===== src/rtl/config_chain_loader.sv =====
// config_chain_loader
//   Drives the tile configuration shift-register chain. It takes host words
//   over a valid/ready handshake, clears the chain, and then shifts exactly
//   CHAIN_LENGTH bits into the chain, MSB first. When the last bit is in, it
//   reports done.
//
//   Optional feature macro: CONFIG_CRC_EN
//     When defined, a CRC-8 (poly 0x07, init 0x00) runs over every shifted
//     bit. One extra host word then carries the expected CRC in its low
//     8 bits. A mismatch sets error.
//
// Parameters
//   WORD_WIDTH    host word width (>=2)
//   CHAIN_LENGTH  total config bits in the chain
//   CLEAR_CYCLES  cycles chain_nreset is held low at load start (>=1)
//
// Ports
//   config_clock   in   clock for the controller and the chain
//   config_nreset  in   async active-low reset
//   start          in   begin a load (accepted in IDLE/DONE only)
//   abort          in   return to IDLE next cycle; has priority over start
//   word_data      in   host config word
//   word_valid     in   word_data valid
//   word_ready     out  controller accepts a word this cycle
//   chain_data     out  registered serial bit to the first tile config_in
//   chain_enable   out  registered shift enable to all tiles
//   chain_nreset   out  registered chain clear to all tiles
//   busy           out  load in progress
//   done           out  chain fully loaded (sticky until start/abort)
//   error          out  CRC mismatch (sticky until start/abort)
module config_chain_loader #(
   parameter int WORD_WIDTH   = 8,
   parameter int CHAIN_LENGTH = 96,
   parameter int CLEAR_CYCLES = 2
) (
   input  logic                  config_clock,
   input  logic                  config_nreset,
   input  logic                  start,
   input  logic                  abort,
   input  logic [WORD_WIDTH-1:0] word_data,
   input  logic                  word_valid,
   output logic                  word_ready,
   output logic                  chain_data,
   output logic                  chain_enable,
   output logic                  chain_nreset,
   output logic                  busy,
   output logic                  done,
   output logic                  error
);

   localparam int CNT_W = $clog2(CHAIN_LENGTH + 1);
   localparam int WB_W  = $clog2(WORD_WIDTH);
   localparam int CLR_W = $clog2(CLEAR_CYCLES + 1);
   localparam logic [CNT_W-1:0] LAST_BIT  = CNT_W'(CHAIN_LENGTH - 1);
   localparam logic [WB_W-1:0]  LAST_WBIT = WB_W'(WORD_WIDTH - 1);
   localparam logic [CLR_W-1:0] LAST_CLR  = CLR_W'(CLEAR_CYCLES - 1);

   typedef enum logic [2:0] {
      S_IDLE,
      S_CLEAR,
      S_FETCH,
      S_SHIFT,
`ifdef CONFIG_CRC_EN
      S_CHECK,
`endif
      S_DONE
   } state_t;

   state_t                r_state, w_next;
   logic                  r_chain_data, r_chain_en, r_chain_nreset;
   logic [CNT_W-1:0]      r_cnt;
   logic [WB_W-1:0]       r_wbit;
   logic [CLR_W-1:0]      r_clr;
   // Holds the bits of the current word that still have to be shifted.
   // The MSB is always the next bit to drive. The bit on the chain now
   // lives in r_chain_data.
   logic [WORD_WIDTH-1:0] r_shreg;

   always_comb begin
      w_next = r_state;
      case (r_state)
         S_IDLE, S_DONE: if (start) w_next = S_CLEAR;
         S_CLEAR:        if (r_clr == LAST_CLR) w_next = S_FETCH;
         S_FETCH:        if (word_valid) w_next = S_SHIFT;
         S_SHIFT: begin
            // The length check runs on every bit. The unused tail of a
            // partial last word is therefore dropped without being shifted.
            if (r_cnt == LAST_BIT)
`ifdef CONFIG_CRC_EN
               w_next = S_CHECK;
`else
               w_next = S_DONE;
`endif
            else if (r_wbit == LAST_WBIT)
               w_next = S_FETCH;
         end
`ifdef CONFIG_CRC_EN
         S_CHECK:        if (word_valid) w_next = S_DONE;
`endif
         default:        w_next = S_IDLE;
      endcase
      if (abort) w_next = S_IDLE;
   end

   always_ff @(posedge config_clock or negedge config_nreset) begin
      if (!config_nreset) begin
         r_state        <= S_IDLE;
         r_chain_data   <= 1'b0;
         r_chain_en     <= 1'b0;
         r_chain_nreset <= 1'b1;
         r_cnt          <= '0;
         r_wbit         <= '0;
         r_clr          <= '0;
         r_shreg        <= '0;
      end else begin
         r_state        <= w_next;
         // The chain outputs are loaded from the next state. This lets a
         // bit and its enable appear together in the cycle the controller
         // is in SHIFT, starting one cycle after the word is accepted.
         r_chain_en     <= (w_next == S_SHIFT);
         r_chain_nreset <= (w_next != S_CLEAR);
         r_chain_data   <= 1'b0;
         if (w_next == S_SHIFT)
            r_chain_data <= (r_state == S_FETCH) ? word_data[WORD_WIDTH-1]
                                                 : r_shreg[WORD_WIDTH-1];
         if (abort) begin
            r_cnt   <= '0;
            r_wbit  <= '0;
            r_clr   <= '0;
            r_shreg <= '0;
         end else begin
            case (r_state)
               S_IDLE, S_DONE: if (start) begin
                  r_cnt <= '0;
                  r_clr <= '0;
               end
               S_CLEAR: r_clr <= r_clr + CLR_W'(1);
               S_FETCH: if (word_valid) begin
                  r_shreg <= {word_data[WORD_WIDTH-2:0], 1'b0};
                  r_wbit  <= '0;
               end
               S_SHIFT: begin
                  r_shreg <= r_shreg << 1;
                  r_cnt   <= r_cnt + CNT_W'(1);
                  r_wbit  <= r_wbit + WB_W'(1);
               end
               default: ;
            endcase
         end
      end
   end

`ifdef CONFIG_CRC_EN
   logic [7:0] r_crc, w_crc_next, w_crc_word;
   logic       r_error;

   // MSB-first CRC-8 over the bit driven onto the chain in this cycle.
   assign w_crc_next = {r_crc[6:0], 1'b0} ^ ((r_crc[7] ^ r_chain_data) ? 8'h07 : 8'h00);
   assign w_crc_word = 8'(word_data);

   always_ff @(posedge config_clock or negedge config_nreset) begin
      if (!config_nreset) begin
         r_crc   <= '0;
         r_error <= 1'b0;
      end else if (abort) begin
         r_crc   <= '0;
         r_error <= 1'b0;
      end else begin
         case (r_state)
            S_IDLE, S_DONE: if (start) begin
               r_crc   <= '0;
               r_error <= 1'b0;
            end
            S_SHIFT: r_crc <= w_crc_next;
            S_CHECK: if (word_valid) r_error <= (w_crc_word != r_crc);
            default: ;
         endcase
      end
   end
   assign error = r_error;
`else
   assign error = 1'b0;
`endif

   always_comb begin
      word_ready = 1'b0;
      busy       = 1'b0;
      done       = 1'b0;
      case (r_state)
         S_CLEAR: busy = 1'b1;
         S_FETCH: begin
            busy       = 1'b1;
            word_ready = 1'b1;
         end
         S_SHIFT: busy = 1'b1;
`ifdef CONFIG_CRC_EN
         S_CHECK: begin
            busy       = 1'b1;
            word_ready = 1'b1;
         end
`endif
         S_DONE:  done = 1'b1;
         default: ;
      endcase
   end

   assign chain_data   = r_chain_data;
   assign chain_enable = r_chain_en;
   assign chain_nreset = r_chain_nreset;

endmodule

===== config.mk =====
export PLATFORM = sky130hd
export DESIGN_NAME = config_chain_loader
export DESIGN_NICKNAME = d
export VERILOG_FILES = /design/src/rtl/config_chain_loader.sv
export SDC_FILE = /design/constraint.sdc
export NUM_CORES = 1
export LEC_CHECK = 0
export CAP_MARGIN = 20
export CORE_ASPECT_RATIO = 0.7
export CORE_MARGIN = 4
export CORE_UTILIZATION = 45
export DETAILED_ROUTE_END_ITERATION = 7
export PLACE_DENSITY = 0.68
export RECOVER_POWER = 100
export SLEW_MARGIN = 20
export SYNTH_ARGS = -nofsm -noshare
export SYNTH_HDL_FRONTEND = slang
export SYNTH_SLANG_ARGS = --single-unit
export TNS_END_PERCENT = 50

===== constraint.sdc =====
create_clock -name config_clock -period 4.05 [get_ports config_clock]
set_clock_uncertainty 0.15 [all_clocks]
set_input_delay 1.215 -clock config_clock [delete_from_list [all_inputs] [get_ports config_clock]]
set_output_delay 1.215 -clock config_clock [all_outputs]
set_load 0.05 [all_outputs]

==> summary.md, run 1 <==
| Metric | Value |
|---|---|
| Status | finished clean |
| Fmax | 0.272 GHz |
| DRC | 0 |
| Pwr/cell area | 309 mW/mm² |
| Period minus WS final | 3.67 ns |
| #FFs+latches synth | 25 |
| Worst Hold Path EP | r_cnt[6] |
| Antenna violations before repair | 0 |
| Syn_nets | 151 |
| Root Buffer | clkbuf_8 |
| Core area | 0.00286 mm² |
| P_leak | 0.772 nW |
| Critical path capture point type | primary output |
| Gate power share | 15.2% |
| Kind of critical path | flop to primary output |
| Syn Std Cell Area | 0.00138 mm² |
| Initial Utilization | 48.2% |
| PortBufs | 18 |
| Worst Path Max Fanout | 14 |
| Switching pwr | 0.129 mW |
| RSZ-0062 raised after global routing | no |
| Period Utilization, post-route | 90.7% |
| Crit start category | flop |
| Synth area leaders | dfrtp_1, nor2_1, mux2i_1 |
| Sw Share | 26.5% |
| Synth Area in XOR/XNOR | 0% |
| Placed instance area | 0.00154 mm² |
| Ports | 20 |
| Met1 WL | 1420 µm |
| Hold buffers post-CTS | 0 |
| Worst path required time | 2.68 ns |
| Clock-pin slew on the worst setup and hold paths | 0.08 ns |
| Rows | 16 |
| Max Cap Viol | 0 |
| Post-CTS Setup Bufs | 0 |
| Largest net degree at the start of global routing | 26 |
| Max IR drop VDD | 0.268 mV |
| Synth Instances | 134 |
| Metal3 WL | 128 µm |
| Final setup violation count | 0 |
| Total CTS buffers | 3 |
| Clk_lat worst skew | 0.27 ns |
| Final instance area | 0.00158 mm² |
| Vias per cell | 5.61 |
| Post-Synth Adder-Cell Area | 3.63% |
| Layout cells sized above 1 | 9.40% |
| Post-Route WL | 2710 µm |
| Final Max Slew Viols | 0 |
| Global route overflow | 0 |
| CTS tree | built |
| Yosys top cell area share | 43.6% |
| GR Util All Layers | 15.5% |
| Top Metal Used | met3 |
| Iter 0 DRT Violations | 33 |
| Die Ht | 54.3 µm |
| Area Growth Syn to Fin | 14.5% |
| Clock Sinks | 25 |
| Max_slew headroom | 10.8% |
| Maximum root-to-sink buffer count | 2 |
| Die ar. | 0.00403 mm² |
| Hold Crit Depth | 1 |
| WL/cell | 14.6 µm |
| Nets | 167 |
| Routability Congestion | 0.814 |
| Post-cts sizing count | 0 |
| Simple-gate share of the synthesized area | 21.4% |
| Sum Neg Setup Slack | 0 ns |
| Die width | 74.2 µm |
| Top FF cell, synth | dfrtp_1 |
| Sequential-to-total area share from yosys stat | 45.5% |
| R2r worst-path depth | 4 |
| Pre-CTS setup slack | 0.761 ns |
| Filler cells | 254 |
| Yosys warnings | 0 |
| Final Hold Vio Count | 0 |
| Main combinational cell family by area after synthesis | simple AND/OR/NAND/NOR gates |
| Compound-Gate Fraction of Synth Area | 17.6% |
| Vias | 1037 |
| CTS H-tree lvls | 1 |
| First-pass GRT wire length | 4670 µm |
| Leading area contributor after synthesis | dfrtp_1 |
| Synth Area per Inst | 10.3 µm² |
| Post-DRT Antenna Nets | 0 |
| Placed wire-length estimate | 1890 µm |
| Async SR Flop Fraction | 100% |
| Final WS setup | 0.378 ns |
| Reg2Reg Setup Slack | 2.03 ns |
| WP data arrival | 2.31 ns |
| Total Power | 0.487 mW |
| Flop pwr share | 54.7% |
| Vias in the first global route | 992 |
| Post-Route Utilization | 55.2% |
| R2R Path Start | r_state[1] |
| Reg2reg end | r_wbit[1] |
| Clock power share | 30.2% |
| Met2 WL | 1160 µm |
| Ant diodes | 0 |
| Worst-Margin Slew | 1.34 ns |
| Post-synthesis mux area share | 5.81% |
| P_int | 0.358 mW |
| Min-delay src | r_cnt[6] |
| Post-synth EDFFs | 0 |
| Yosys cell types | 42 |
| Worst Hold Class | flop to flop |
| DR pass1 iterations | 4 |
==> routing by layer <==
layer	vias to the layer above	track usage [%]
li1	516	-
met1	495	22.1
met2	26	23.2
met3	0	3.85
met4	0	4.52
met5	-	0
==> worst max-delay path by stage <==
| stage | slack (ns) | to | depth (start not counted) | from |
|---|---|---|---|---|
| 2_1_floorplan | 1.41 | word_ready | 2 | r_state[2] |
| 6_report | 0.38 | done | 3 | r_state[1] |
| 3_5_place_dp | 0.76 | done | 3 | r_state[1] |
| 4_1_cts | 0.45 | done | 3 | r_state[1] |
| 5_1_grt | 0.26 | done | 3 | r_state[1] |
| 3_3_place_gp | 0.81 | done | 3 | r_state[1] |
==> final cells by class <==
type / count / area [µm²] / area share [%]
well taps: 36 / 45.0 / 2.85
multi-input cells: 98 / 667 / 42.2
clock buffers: 4 / 45.0 / 2.85
inverters: 3 / 11.3 / 0.713
repair buffers: 19 / 184 / 11.6
flip-flops and latches: 25 / 627 / 39.7
==> metrics by stage <==
stage | hold slack [ns] | std cells
after floorplan | 0.291 | 134
after global placement | 0.318 | 181
after detailed placement | 0.321 | 181
after CTS | 0.336 | 185
after global routing | 0.406 | 185
final | 0.351 | 185
==> registers in the layout, indices dropped and copies added, names as in the netlist <==
register / cells
r_wbit: 3
chain_nreset: 1
r_state: 3
r_cnt: 7
r_clr: 2
chain_enable: 1
r_shreg: 7
chain_data: 1
==> layout by cell type, fill, tap and decap left out, types with 2 or more instances in the layout <==
master           instances
clkbuf_8                 3
dlygate4sd3_1            9
nand4_1                  2
inv_1                    3
nor3_1                   3
o21ai_0                 11
clkbuf_1                 2
nor2_1                  22
ha_1                     4
mux2i_1                  8
and3_1                   2
nand2_1                  9
a31oi_1                  2
a21oi_1                  3
a22oi_1                  4
a211oi_1                 6
clkdlybuf4s50_1          9
dfrtp_1                 24
==> critical path, stage by stage (launching register included) <==
cell           delay (ns)
dfrtp_1              0.56
nor2_1               0.39
and2_2               0.22
dlygate4sd3_1        0.87
==> synth_stat cells, types with 2 or more instances <==
| cell | instances |
|---|---|
| a211oi_1 | 6 |
| a21oi_1 | 3 |
| a22oi_1 | 4 |
| a31oi_1 | 2 |
| and3_1 | 2 |
| buf_4 | 2 |
| buf_6 | 4 |
| dfrtp_1 | 24 |
| ha_1 | 4 |
| inv_1 | 3 |
| mux2i_1 | 8 |
| nand2_1 | 9 |
| nand4_1 | 2 |
| nor2_1 | 22 |
| nor3_1 | 2 |
| o21ai_0 | 6 |
| o21ai_1 | 6 |
==> cells by family (layout without fill, tap and decap cells) <==
group,after synthesis,count (layout)
fa+ha+maj,4,4
buf+inv,11,26
other cells,1,1
compound gates,35,35
mux,8,8
flops,25,25
simple gates,50,50
==> power by group through the flow <==
stage	Combinational, mW	Clock, mW	Sequential, mW
after global placement	0.0764	0	0.270
after CTS	0.0780	0.152	0.266
after global routing	0.0805	0.164	0.268
final	0.0741	0.147	0.266
after detailed placement	0.0775	0	0.271
after floorplan	0.0492	0	0.271
No activity file was read; power rests on OpenSTA's default activity.
==> run 2, diff against run 1 <==
--- a/config.mk
+++ b/config.mk
@@ -12,6 +12,7 @@
 export DETAILED_ROUTE_END_ITERATION = 7
 export PLACE_DENSITY = 0.68
 export RECOVER_POWER = 100
+export SETUP_SLACK_MARGIN = 0.4
 export SLEW_MARGIN = 20
 export SYNTH_ARGS = -nofsm -noshare
 export SYNTH_HDL_FRONTEND = slang
==> summary.md, run 2 (synthesis gave the netlist of run 1 again) <==
| Metric | Value |
|---|---|
| CP max stage delay | 0.89 ns (+0.02 ns) |
| Largest net degree at the start of global routing | 26 (unchanged) |
| DR pass1 iterations | 4 (unchanged) |
| Most frequent cells in the layout | dfrtp_1, nor2_1, o21ai_0 |
| Sum Neg Setup Slack | 0 ns (unchanged) |
| Area Growth Syn to Fin | 14.1% |
| Ports | 20 (unchanged) |
| Period minus WS final | 3.52 ns (-0.156 ns) |
| Post-Route Utilization | 54.9% (-0.22 points) |
| Ant diodes | 0 (unchanged) |
| Critical path's slowest cell | dlygate4sd3_1 |
| Die ar. | 0.00403 mm² (unchanged) |
| Die Ht | 54.3 µm (unchanged) |
| CTS H-tree lvls | 1 (unchanged) |
| Clock Sinks | 25 (unchanged) |
| Fmax | 0.284 GHz (+4.4%) |
| Critical path buffers and inverters | 1 (unchanged) |
| Vias in the first global route | 992 (unchanged) |
| FF/Latch Area | 627 µm² (unchanged) |
| GR Util All Layers | 15.5% (unchanged) |
| Worst Hold Class | flop to flop |
| Post-CTS Setup Bufs | 0 (unchanged) |
| Worst-Margin Slew | 1.36 ns (+0.0229 ns) |
| Most used cell, CP | nor2_1 |
| Post-cts sizing count | 0 (unchanged) |
| Die width | 74.2 µm (unchanged) |
| Max Cap Viol | 0 (unchanged) |
| Period Utilization, post-route | 86.8% (-3.9 points) |
| Max_slew headroom | 9.29% (-1.5 points) |
| Post-Route WL | 2730 µm (+0.78%) |
| Status | finished clean |
| Placed wire-length estimate | 1890 µm (unchanged) |
| Final Hold Vio Count | 0 (unchanged) |
| Vias per cell | 5.63 (+0.48%) |
| WP data arrival | 2.15 ns (-0.16 ns) |
| Antenna violations before repair | 0 (unchanged) |
| Crit start category | flop |
| Critical path's top delay family | buffers and inverters |
| Clk_lat worst skew | 0.27 ns (about the same) |
| Top Registers | r_cnt: 7 flops, r_shreg: 7 flops |
| Iter 0 DRT Violations | 32 (-3.0%) |
| Max IR drop VDD | 0.270 mV (+0.47%) |
| CTS tree | built |
| Maximum root-to-sink buffer count | 2 (unchanged) |
| Nets | 167 (unchanged) |
| Clock-pin slew on the worst setup and hold paths | 0.08 ns (about the same) |
| Rows | 16 (unchanged) |
| WL/cell | 14.7 µm (+0.78%) |
| Routability Congestion | 0.814 (unchanged) |
| Critical path capture point type | primary output |
| Kind of critical path | flop to primary output |
| PortBufs | 18 (unchanged) |
| Vias | 1042 (+0.48%) |
| Pwr/cell area | 310 mW/mm² (+0.55%) |
| Placed instance area | 0.00154 mm² (unchanged) |
| RSZ-0062 raised after global routing | no |
| Worst path required time | 2.68 ns (about the same) |
| Hold buffers post-CTS | 0 (unchanged) |
| Commonest non-fill, non-tap cell in the layout | dfrtp_1 |
| Final setup violation count | 0 (unchanged) |
| P_leak | 0.766 nW (-0.75%) |
| Post-DRT Antenna Nets | 0 (unchanged) |
| Layout cells sized above 1 | 9.40% (unchanged) |
| Total CTS buffers | 3 (unchanged) |
| First-pass GRT wire length | 4670 µm (unchanged) |
| Core area | 0.00286 mm² (unchanged) |
| Global route overflow | 0 (unchanged) |
| Final instance area | 0.00157 mm² (-0.40%) |
| Crit-path cells | nor2_1, nor2_1, dlygate4sd3_1 |
| Worst Path Max Fanout | 14 (unchanged) |
| Final Max Slew Viols | 0 (unchanged) |
| Multi-input combinational cell area | 667 µm² (unchanged) |
| Root Buffer | clkbuf_8 |
| Initial Utilization | 48.2% (unchanged) |
| DRC | 0 (unchanged) |
| Filler cells | 256 (+0.79%) |
==> run 2: final timing paths <==
path / slack (ns) / startpoint / to / depth (start not counted)
worst max-delay path: 0.53 / r_state[1] / busy / 3
worst min-delay path: 0.35 / r_cnt[6] / r_cnt[6] / 1
worst max register to register: 2.03 / r_state[1] / r_wbit[1] / 4
worst min register to register: 0.35 / r_cnt[6] / r_cnt[6] / 1
max in group asynchronous: 1.32 / config_nreset / r_cnt[4] / 2
min in group asynchronous: 1.63 / config_nreset / r_shreg[6] / 2
==> run 2: power by group <==
| group | internal, mW | switching, mW |
|---|---|---|
| logic | 0.0312 | 0.0430 |
| registers | 0.257 | 0.00973 |
| clock network | 0.0704 | 0.0772 |
| total | 0.358 | 0.130 |
==> run 2: cell type report <==
class	count	share of cell area, %
well taps	36	2.86
inverters	3	0.716
flip-flops and latches	25	39.9
multi-input cells	98	42.4
clock buffers	4	2.86
repair buffers	19	11.3
==> run 2: per-stage QoR <==
step                setup slack, ns  std cells  hold slack [ns]  total power [mW]
global route                  0.434        185            0.406             0.512
finish                        0.534        185            0.351             0.488
CTS                           0.449        185            0.336             0.496
detailed placement            0.761        181            0.321             0.348
floorplan                      1.41        134            0.291             0.320
global placement              0.814        181            0.318             0.347
==> run 2: routing by layer <==
layer	part of all wire [%]	up-vias	global-route usage, %
met4	0	0	4.52
met5	0	-	0
li1	-	515	-
met1	52	501	22.1
met2	43	26	23.2
met3	4.8	0	3.85
==> run 2: worst register-to-register path: stages, from the launching register on <==
cell and delay (ns):
dfrtp_1 0.65, nand3b_1 0.48, and2_0 0.36, a22oi_1 0.17, nor2_1 0.06
==> run 3, diff against run 2 <==
--- a/config.mk
+++ b/config.mk
@@ -9,6 +9,7 @@
 export CORE_ASPECT_RATIO = 0.7
 export CORE_MARGIN = 4
 export CORE_UTILIZATION = 45
+export CTS_CLUSTER_SIZE = 20
 export DETAILED_ROUTE_END_ITERATION = 7
 export PLACE_DENSITY = 0.68
 export RECOVER_POWER = 100
==> constraint.sdc (replaced) <==
create_clock -name config_clock -period 4.05 [get_ports config_clock]
set_clock_uncertainty 0.15 [all_clocks]
set_input_delay 1.0125 -clock config_clock [delete_from_list [all_inputs] [get_ports config_clock]]
set_output_delay 1.0125 -clock config_clock [all_outputs]
set_load 0.005 [all_outputs]
==> summary.md, run 3 (synthesis gave the netlist of run 1 again) <==
| Metric | Value |
|---|---|
| Status | finished clean |
| Crit path to | done |
| WL/cell | 14.6 µm (-0.73%) |
| CTS tree | built |
| First-pass GRT wire length | 4730 µm (+1.3%) |
| Placed wire-length estimate | 1950 µm (+3.2%) |
| P_leak | 0.768 nW (+0.20%) |
| Vias | 1024 (-1.7%) |
| Max_slew headroom | 11.6% (+2.3 points) |
| Die ar. | 0.00403 mm² (unchanged) |
| DRC | 0 (unchanged) |
| Clock-pin slew on the worst setup and hold paths | 0.08 ns (about the same) |
| Switching pwr | 0.116 mW (-11%) |
| Sum Neg Setup Slack | 0 ns (unchanged) |
| Hold buffers post-CTS | 0 (unchanged) |
| Hold Crit Depth | 1 (unchanged) |
| Maximum root-to-sink buffer count | 2 (unchanged) |
| Worst Path Max Fanout | 14 (unchanged) |
| Layout cells sized above 1 | 9.40% (unchanged) |
| Worst-Margin Slew | 1.33 ns (-0.0340 ns) |
| CP Launch Point | r_state[1] |
| Post-Route WL | 2710 µm (-0.73%) |
| Total Power | 0.472 mW (-3.3%) |
| Vias per cell | 5.54 (-1.7%) |
| Kind of critical path | flop to primary output |
| P_int | 0.356 mW (-0.48%) |
| Die width | 74.2 µm (unchanged) |
| R2r worst-path depth | 4 (unchanged) |
| R2R Path Start | r_state[1] |
| Rows | 16 (unchanged) |
| Clock power share | 31.0% (+0.8 points) |
| Iter 0 DRT Violations | 53 (+66%) |
| Max Cap Viol | 0 (unchanged) |
| Fmax | 0.318 GHz (+12%) |
| Pwr/cell area | 300 mW/mm² (-3.4%) |
| Ant diodes | 0 (unchanged) |
| WP data arrival | 1.98 ns (-0.17 ns) |
| Max IR drop VDD | 0.288 mV (+6.7%) |
| Global route overflow | 0 (unchanged) |
| Die Ht | 54.3 µm (unchanged) |
| Nets | 167 (unchanged) |
| Final Max Slew Viols | 0 (unchanged) |
| Top Registers | r_cnt: 7 flops, r_shreg: 7 flops |
| Period Utilization, post-route | 77.5% (-9.3 points) |
| Worst Hold Class | flop to flop |
| Reg2Reg Setup Slack | 2.01 ns (-0.02 ns) |
| Area Growth Syn to Fin | 14.2% |
| Period minus WS final | 3.14 ns (-0.376 ns) |
| Commonest non-fill, non-tap cell in the layout | dfrtp_1 |
| Crit-path cells | nor2_1, and2_2, dlygate4sd3_1 |
| Core area | 0.00286 mm² (unchanged) |
| DR pass1 iterations | 4 (unchanged) |
| Post-cts sizing count | 0 (unchanged) |
| PortBufs | 18 (unchanged) |
| Routability Congestion | 0.816 (+0.28%) |
| Post-CTS Setup Bufs | 0 (unchanged) |
| Vias in the first global route | 1008 (+1.6%) |
| Post-DRT Antenna Nets | 0 (unchanged) |
| Antenna violations before repair | 0 (unchanged) |
| Worst path required time | 2.89 ns (+0.21 ns) |
| CP max stage delay | 0.57 ns (-0.32 ns) |
| Ports | 20 (unchanged) |
| Gate power share | 12.7% (-2.5 points) |
| Final Hold Vio Count | 0 (unchanged) |
| Clock Sinks | 25 (unchanged) |
| Largest net degree at the start of global routing | 26 (unchanged) |
| GR Util All Layers | 15.7% (+0.17 points) |
| Critical path capture point type | primary output |
| Root Buffer | clkbuf_8 |
| Clk_lat worst skew | 0.27 ns (about the same) |
| Crit start category | flop |
| Total CTS buffers | 3 (unchanged) |
| Sw Share | 24.5% (-2.1 points) |
| Most frequent cells in the layout | dfrtp_1, nor2_1, o21ai_0 |
| CTS H-tree lvls | 1 (unchanged) |
| Final setup violation count | 0 (unchanged) |
| Initial Utilization | 48.2% (unchanged) |
| Flop pwr share | 56.3% (+1.7 points) |
| Critical path's slowest cell | dlygate4sd3_1 |
| RSZ-0062 raised after global routing | no |
| Reg2reg end | r_wbit[1] |
[run 3: stage by stage]
| step | instances | utilization (%) | instance area [µm²] | hold WS (ns) | setup WS (ns) |
|---|---|---|---|---|---|
| 2_1_floorplan | 134 | - | 1380 | 0.291 | 1.91 |
| 3_3_place_gp | 181 | 53.9 | 1540 | 0.313 | 1.24 |
| 3_5_place_dp | 181 | 53.9 | 1540 | 0.316 | 1.21 |
| 4_1_cts | 185 | 55.5 | 1590 | 0.331 | 0.965 |
| 5_1_grt | 185 | 55.0 | 1580 | 0.418 | 0.792 |
| 6_report | 185 | 55.0 | 1580 | 0.343 | 0.910 |
[run 3: worst max-delay path: cells and delay by family, from the launching register on]
family,cells,cell delay [ns]
DFF,1,0.56
and+or+nand+nor,2,0.57
buffers and inverters,1,0.57
[run 3: final cells by class]
class / instances / area, µm²
Clock inverter: 1 / 5.00
Inverter: 3 / 11.3
Sequential cell: 25 / 627
Multi-Input combinational cell: 98 / 662
Clock buffer: 3 / 41.3
Fill cell: 255 / 1290
Tap cell: 36 / 45.0
Timing Repair Buffer: 19 / 184
[run 3: worst min-delay path by stage]
stage / start / end / slack (ns)
after floorplan: r_cnt[6] / r_cnt[6] / 0.29
after global placement: r_cnt[6] / r_cnt[6] / 0.31
after detailed placement: r_cnt[6] / r_cnt[6] / 0.32
after CTS: r_cnt[6] / r_cnt[6] / 0.33
after global routing: r_cnt[2] / r_cnt[2] / 0.42
final: r_cnt[6] / r_cnt[6] / 0.34
[run 3: power by group through the flow]
stage | sequential [mW] | clock (mW) | combinational, mW
2_1_floorplan | 0.266 | 0 | 0.0410
3_3_place_gp | 0.271 | 0 | 0.0624
3_5_place_dp | 0.271 | 0 | 0.0632
4_1_cts | 0.266 | 0.153 | 0.0639
5_1_grt | 0.267 | 0.168 | 0.0670
6_report | 0.266 | 0.147 | 0.0598
[run 3: metal layers]
metal,up-vias,wire [µm],track usage (%)
met2,34,1160,23.8
li1,512,-,-
met1,472,1320,21.4
met3,6,199,5.50
met4,0,25,3.92
met5,-,0,0
